$ cat src/rtl/kb_host_tx.sv
// kb_host_tx -- PS/2 host-to-device command transmitter.
//
// Sends one command byte to a PS/2 keyboard using the host-initiated
// sequence: hold the clock low (inhibit), pull data low (request-to-send),
// release the clock, then shift out 8 data bits LSB first, odd parity and
// a stop bit. Each bit is changed on a device-generated falling clock edge.
// The device ACK is read on the 12th falling edge after the clock is released.
//
// Ports:
//   clk, reset          system clock, synchronous active-high reset
//   KB_tx_data[7:0]     command byte, latched on an accepted start
//   KB_tx_start         one-cycle request, honoured only while idle
//   KB_tx_busy          high while a transfer is in progress
//   KB_tx_done          one-cycle pulse, acknowledged transfer finished
//   KB_tx_error         one-cycle pulse, NACK or timeout
//   PS2_clk_in          raw PS/2 clock line level
//   PS2_data_in         raw PS/2 data line level
//   PS2_clk_low         open-drain enable, 1 pulls the clock line low
//   PS2_data_low        open-drain enable, 1 pulls the data line low
module kb_host_tx #(
  parameter int INHIBIT_CYCLES = 5000,
  parameter int TIMEOUT_CYCLES = 750000
) (
  input  logic       clk,
  input  logic       reset,
  input  logic [7:0] KB_tx_data,
  input  logic       KB_tx_start,
  output logic       KB_tx_busy,
  output logic       KB_tx_done,
  output logic       KB_tx_error,
  input  logic       PS2_clk_in,
  input  logic       PS2_data_in,
  output logic       PS2_clk_low,
  output logic       PS2_data_low
);

  // One counter serves both the inhibit phase and the bus timeout.
  localparam int CNT_MAX = (INHIBIT_CYCLES > TIMEOUT_CYCLES) ? INHIBIT_CYCLES : TIMEOUT_CYCLES;
  localparam int CW      = $clog2(CNT_MAX + 1);
  localparam logic [CW-1:0] INH_LAST = CW'(INHIBIT_CYCLES - 1);
  localparam logic [CW-1:0] INH_DATA = CW'(INHIBIT_CYCLES - 2);
  localparam logic [CW-1:0] TO_LAST  = CW'(TIMEOUT_CYCLES - 1);

  typedef enum logic [2:0] {
    IDLE, INHIBIT, REQUEST, SEND, ACK, WAIT_IDLE
  } state_t;

  state_t          state_q;
  logic [CW-1:0]   cnt_q;
  logic [3:0]      bit_cnt_q;
  logic [9:0]      frame_q;      // {stop, parity, data[7:0]}
  logic            clk_low_q, data_low_q;
  logic            busy_q, done_q, error_q;

  logic [1:0]      clk_sync_q, data_sync_q;
  logic            clk_prev_q;
  logic            clk_s, data_s, clk_fall;

  // Two-flop synchronizers, idle-high so reset never looks like an edge.
  always_ff @(posedge clk) begin
    if (reset) begin
      clk_sync_q  <= 2'b11;
      data_sync_q <= 2'b11;
      clk_prev_q  <= 1'b1;
    end else begin
      clk_sync_q  <= {clk_sync_q[0], PS2_clk_in};
      data_sync_q <= {data_sync_q[0], PS2_data_in};
      clk_prev_q  <= clk_sync_q[1];
    end
  end

  assign clk_s    = clk_sync_q[1];
  assign data_s   = data_sync_q[1];
  assign clk_fall = clk_prev_q & ~clk_s;

  always_ff @(posedge clk) begin
    if (reset) begin
      state_q    <= IDLE;
      cnt_q      <= '0;
      bit_cnt_q  <= '0;
      frame_q    <= '0;
      clk_low_q  <= 1'b0;
      data_low_q <= 1'b0;
      busy_q     <= 1'b0;
      done_q     <= 1'b0;
      error_q    <= 1'b0;
    end else begin
      done_q  <= 1'b0;
      error_q <= 1'b0;
      case (state_q)
        IDLE: begin
          clk_low_q  <= 1'b0;
          data_low_q <= 1'b0;
          busy_q     <= 1'b0;
          if (KB_tx_start) begin
            frame_q    <= {1'b1, ~^KB_tx_data, KB_tx_data};
            bit_cnt_q  <= '0;
            cnt_q      <= '0;
            clk_low_q  <= 1'b1;
            // A one-cycle inhibit makes its first cycle also its last.
            data_low_q <= (INHIBIT_CYCLES == 1);
            busy_q     <= 1'b1;
            state_q    <= INHIBIT;
          end
        end

        INHIBIT: begin
          cnt_q <= cnt_q + 1'b1;
          // Data goes low one cycle before the clock is released.
          if (cnt_q == INH_DATA) data_low_q <= 1'b1;
          if (cnt_q == INH_LAST) begin
            clk_low_q  <= 1'b0;
            data_low_q <= 1'b1;
            cnt_q      <= '0;
            state_q    <= REQUEST;
          end
        end

        default: begin
          // Timeout is checked first so it wins over an ACK sample.
          if (cnt_q == TO_LAST) begin
            clk_low_q  <= 1'b0;
            data_low_q <= 1'b0;
            busy_q     <= 1'b0;
            error_q    <= 1'b1;
            state_q    <= IDLE;
          end else begin
            cnt_q <= cnt_q + 1'b1;
            case (state_q)
              REQUEST: if (clk_fall) begin
                data_low_q <= ~frame_q[0];
                bit_cnt_q  <= 4'd1;
                state_q    <= SEND;
              end
              SEND: if (clk_fall) begin
                if (bit_cnt_q == 4'd10) begin
                  data_low_q <= 1'b0;   // release for the device ACK
                  state_q    <= ACK;
                end else begin
                  data_low_q <= ~frame_q[bit_cnt_q];
                  bit_cnt_q  <= bit_cnt_q + 4'd1;
                end
              end
              ACK: if (clk_fall) begin
                if (!data_s) begin
                  state_q <= WAIT_IDLE;
                end else begin
                  busy_q  <= 1'b0;
                  error_q <= 1'b1;
                  state_q <= IDLE;
                end
              end
              WAIT_IDLE: if (clk_s && data_s) begin
                busy_q  <= 1'b0;
                done_q  <= 1'b1;
                state_q <= IDLE;
              end
              default: state_q <= IDLE;
            endcase
          end
        end
      endcase
    end
  end

  assign KB_tx_busy   = busy_q;
  assign KB_tx_done   = done_q;
  assign KB_tx_error  = error_q;
  assign PS2_clk_low  = clk_low_q;
  assign PS2_data_low = data_low_q;

endmodule

$ cat config.mk
export PLATFORM = sky130hd
export DESIGN_NAME = kb_host_tx
export DESIGN_NICKNAME = d
export VERILOG_FILES = /design/src/rtl/kb_host_tx.sv
export SDC_FILE = /design/constraint.sdc
export NUM_CORES = 1
export LEC_CHECK = 0
export ABC_AREA = 0
export BUFFER_PORTS_ARGS = -buffer_cell sky130_fd_sc_hd__buf_2
export CORE_AREA = 3 3 88 90
export DETAILED_ROUTE_END_ITERATION = 8
export DIE_AREA = 0 0 91 93
export PLACE_DENSITY = 0.47
export SYNTH_ARGS = -nofsm -noshare
export SYNTH_HDL_FRONTEND = slang
export SYNTH_SLANG_ARGS = --single-unit
$ cat constraint.sdc
create_clock -name clk -period 2.6 [get_ports clk]
set_input_delay 0.13 -clock clk [delete_from_list [all_inputs] [get_ports clk]]
set_output_delay 0.13 -clock clk [all_outputs]
set_load 0.05 [all_outputs]
Yosys cells after proc, flatten, opt, wreduce, memory -nomap -nowiden. Cells that the tools add are included.

Bits in registers: 47. Latch bits: 0. Bits in writable memories: 0. ROM bits: 0. Input port bits: 13. Logic and storage cells: 109. Memories: 0.

Add/subtract/negate cells: 2. Multipliers: 0. Div/mod/pow operators: 0. Order comparisons: 1. Equality and inequality tests: 25. Shift-type cells: 0. Multiplexer cells: 47. Bitwise logic cells: 6. Reductions and logical operators: 16.

Operators with widths (count): $mux W20 (3); $eq A20 B13 Y1 const B (2); $pmux W20 S2 (1); $mux W3 (9); $add A20 B1 Y20 const B (1); $eq A20 B20 Y1 const B (1); $mux W4 (5); $ne A5 B5 Y1 const B (4); $mux W1 (19); $pmux W4 S2 (2); $reduce_and A7 Y1 (2); $ne A3 B3 Y1 const B (4); $pmux W3 S4 (1); $pmux W1 S2 (5); $ne A4 B4 Y1 const B (2); $reduce_xnor A8 Y1 (1); $eq A3 B2 Y1 const B (2); $eq A3 B3 Y1 const B (2); $pmux W3 S2 (1); $reduce_and A2 Y1 (3); $reduce_bool A3 Y1 (2); $lt A4 B5 Y1 const B (1); $ne A5 B3 Y1 const B (1); $not A1 Y1 (5); other kinds (17) (18).

Longest topological paths before layout.
Word-level depth: 8. Gate-level depth with buffers: 9.

Least setup slack after synthesis. No wires, ideal clock.

Path type: reg-to-reg. From: register cnt_q[18]. To: register state_q[0]. Setup time: 73 ps. Arrival time: 2022 ps. Data required time: 2527 ps. Setup slack: 504 ps. Stages on the path, launching flop included: 7. Path buffers: 0. Clock period less this slack: 2096 ps. Cell sequence: dfxtp_1 or4_4 nor4_4 and2_4 nor3_2 or4_1 o211ai_2.

Word-level cells in the longest chain between the ends: 3.

RTL lines: start: declaration (RTL line 49) `logic [CW-1:0] cnt_q;`; start signal: assignment (RTL line 108) `cnt_q <= cnt_q + 1'b1;`; start signal: assignment (RTL line 128) `cnt_q <= cnt_q + 1'b1;`; $eq A20 B20 Y1 or $eq A20 B13 Y1 (tied branches) (RTL line 121, 111); $ne A5 B3 Y1 (no line), or another cell as far along; $reduce_and A7 Y1 (no line) or $pmux W3 S2 (tied branches); end signal: assignment (RTL line 126) `state_q <= IDLE;`; end signal: assignment (RTL line 133) `state_q <= SEND;`; end signal: assignment (RTL line 138) `state_q <= ACK;`; end: declaration (RTL line 48) `state_t state_q;`.

Parallel ways exist; a longest one is shown, timed or not. A chain may end at the register's enable or synchronous reset.

Final worst setup path.
From: register cnt_q[18]. To: register cnt_q[17].

Word-level cells in the longest chain between the ends: 3.

RTL lines (RTL line): $eq A20 B20 Y1 or $eq A20 B13 Y1 (tied branches) (121, 111); $ne A3 B1 Y1 (no line) or $mux W20 (tied branches); $reduce_and A2 Y1 (no line) or $pmux W20 S2 (tied branches).

Parallel ways exist; a longest one is shown, timed or not.

==> parameters.txt <==
Parameter                              Value

Die
  Initial Utilization    approximately 34%
  Core ar.    ~7100 um2
  Die area    roughly 8500 um2
  Std-Cell Rows    31
  Die width    ~91 um
  Number of top-level design ports    18
  Vertical die dimension    about 93 um

Worst setup path
  Crit. End Element    flop
  Critical setup path kind    reg -> reg
  Critical-path cell with the highest stage delay    or4_4
  Slowest Stage Delay on Critical Path    0.58 ns
  CP arrival    about 2.4 ns
  Required time of the critical path    ~2.8 ns
  Cells traversed along the worst timing path    or4_4 > nor4_4 > and3b_2 > or4b_2 > xor2_1 > nor2_1
  Kind of start point of the critical path    flop
  Highest fanout seen on the critical path    16

Cells and area
  Layout filler cell count    about 770
  Number of antenna diodes    0
  Total number of nets in the final design    between 300 and 400
  Layout overhead on the synthesized area    11.8%
  Core utilization of the finished layout    38.2%
  Non-filler cells in the finished layout    401
  Ratio of cells with drive above 1 in the final layout    about 18%
  Final standard cell area without fillers    between 2000 and 3000 um2

Synthesis
  Seq/Total Area, Yosys    about 39%
  Fraction of synthesized cell area taken by the top area cell type    just under 40%
  Post-synthesis average cell area    roughly 8.6 um2
  Number of distinct standard cells referenced by the synthesized netlist    56
  Total nets after synthesis    300
  Synth warn    0
  FF+latch count, synth    47
  Top_reg_cell synth    dfxtp_1
  Cells taking the most area after synthesis    dfxtp_1 (39%), xnor2_1 (7.6%), nand2_1 (5.5%)
  Post-synth top cells    dfxtp_1 (47), nand2_1 (36), nor2_1 (31)
  Number of cells produced by synthesis    283
  Number of enable flip-flop cells after synthesis    0
  Total standard cell area after synthesis    around 2400 um2
  Dominant cell type by area after synthesis    dfxtp_1
  Most used standard cell by instance count after synthesis    dfxtp_1
  Async S/R FF share, synth    0%

STA
  Worst hold slack    0.0792 ns
  Max-slew violation total from the final report    0
  Max Clock Freq    448 MHz
  Time the final worst path needs with I/O delays and setup    roughly 2.2 ns
  Post-route clock period utilization    85.8%
  RSZ-0062 raised after global routing    no
  Worst slew pin tran    a little over 0.6 ns
  Endpoints failing setup    0
  Number of endpoints with negative hold slack in the final report    0
  Summed negative setup slack over all endpoints    0 ns
  Smallest setup slack after layout    between 0.3 and 0.4 ns
  Clock Skews    between 0.004 and 0.005 ns
  Worst slew margin relative to its limit    roughly three fifths

GRT
  Largest net degree at the start of global routing    33
  Global-route wire length before repair    roughly 9200 um
  Total gr overflow    0
  Total routing usage reported by global routing    between 10% and 20%
  Number of global-route vias before repair    between 1500 and 2000
  Initial antenna violation count    0

Placed design
  Pre-CTS worst setup slack    about 0.38 ns
  DP Wirelength    3770 um
  RD Place Congestion    0.829
  Port Buf Inserts    17
  Instance area at placement    roughly 2600 um2
  Number of cells after detailed placement    around 390

Pwr
  Leakage power summed over all cells    about 0.9 nW
  Power density over cell area    approximately 520 nW/um2
  Maximum VDD drop    0.243 mV
  Overall power of the completed layout    between 1 and 1.5 mW

Clock network
  Root buffer cell    clkbuf_8
  CTS clock-pin slew for the worst setup and hold paths    ~0.080 ns
  Insertion delay to the later sink of the worst-skew pair    roughly 0.30 ns
  Clock buffers created by TritonCTS    5
  Number of levels the H-tree was split into    2
  Sinks on the clock net    between 40 and 50
  Largest buffer count on any clock path    2
  TritonCTS clock tree    yes

Detailed routing
  Via total after detailed routing    ~2000
  Routed WL per cell    13.3 um
  Iteration-0 DRC Markers    between 50 and 60
  Routed wire length    around 5300 um
  Remaining antenna violation count    0
  1st-pass router iterations    4
  DRC viols    0
  Routed via count divided by cell count    roughly 5.1

Job
  Number of max-cap violations    0

Hold path
  Type of the worst min-delay path    in -> reg

Outcome
  Outcome    finished, final reports clean
## critical path, delay by kind of cell, from the launching register on
family | cells | cell delay [ns]
simple gates | 5 | 1.62
flops | 1 | 0.34
xor+xnor | 1 | 0.15
## logic make-up after synthesis
family | after synthesis | synth area share, %
compound gates | 46 | 11.6
fa+ha+maj | 4 | 2.05
flops | 47 | 38.6
mux | 4 | 2.67
buf+inv | 17 | 4.11
xor+xnor | 23 | 8.27
simple gates | 142 | 32.7
## per-layer routing
layer,wire length [um],track usage (%)
met4,39,3.77
met5,0,0
met1,2540,17.5
met3,168,3.06
met2,2580,22.1
## report_power, final
group          internal [mW]  switching (mW)  total, mW
Clock                  0.243           0.240      0.483
Combinational         0.0739           0.107      0.181
Sequential             0.746          0.0179      0.764
Total                   1.06           0.364       1.43
## registers in the layout, indices dropped and copies added, names as in the netlist
| register | flops |
|---|---|
| clk_prev_q | 1 |
| PS2_clk_low | 1 |
| state_q | 3 |
| PS2_data_low | 1 |
| data_sync_q | 2 |
| bit_cnt_q | 4 |
| KB_tx_error | 1 |
| cnt_q | 20 |
| KB_tx_busy | 1 |
| frame_q | 10 |
| clk_sync_q | 2 |
| KB_tx_done | 1 |
## what timing repair did
item	in CTS	in global routing
gates resized for setup	0	0
hold endpoints to repair	2	0
hold buffers	2	0
buffers inserted	0	0
## final timing paths
kind | from | endpoint | slack (ns) | cells past startpoint
max reg2reg | cnt_q[18] | cnt_q[17] | 0.37 | 6
min | KB_tx_data[5] | frame_q[5] | 0.08 | 3
max | cnt_q[18] | cnt_q[17] | 0.37 | 6
min reg2reg | data_sync_q[0] | data_sync_q[1] | 0.41 | 1
## cell type report
cell class / instances / area, um2 / share of cell area (%)
multi-input cells: 219 / 1400 / 51.4
flip-flops and latches: 47 / 941 / 34.5
clock buffers: 8 / 100 / 3.67
repair buffers: 24 / 143 / 5.24
inverters: 4 / 15.0 / 0.551
well taps: 99 / 124 / 4.55
## cells in the final DEF, fill, tap and decap left out, types with 3 or more instances in the layout
cell type / Yosys / layout
dfxtp_1: 47 / 47
clkbuf_8: 2 / 7
a21oi_1: 23 / 23
nand2_1: 36 / 36
xnor2_1: 21 / 21
nand3b_1: 3 / 3
inv_1: 4 / 4
buf_2: 4 / 17
nand3_1: 9 / 9
nor2_1: 31 / 31
nor3_1: 10 / 10
nand4_1: 3 / 3
or3_1: 5 / 5
o21ai_0: 7 / 7
nor4b_1: 5 / 4
ha_1: 4 / 4
nor4_1: 7 / 7
buf_4: 1 / 5
or2_2: 6 / 6
Note: power is estimated with default switching activity, not from simulation.
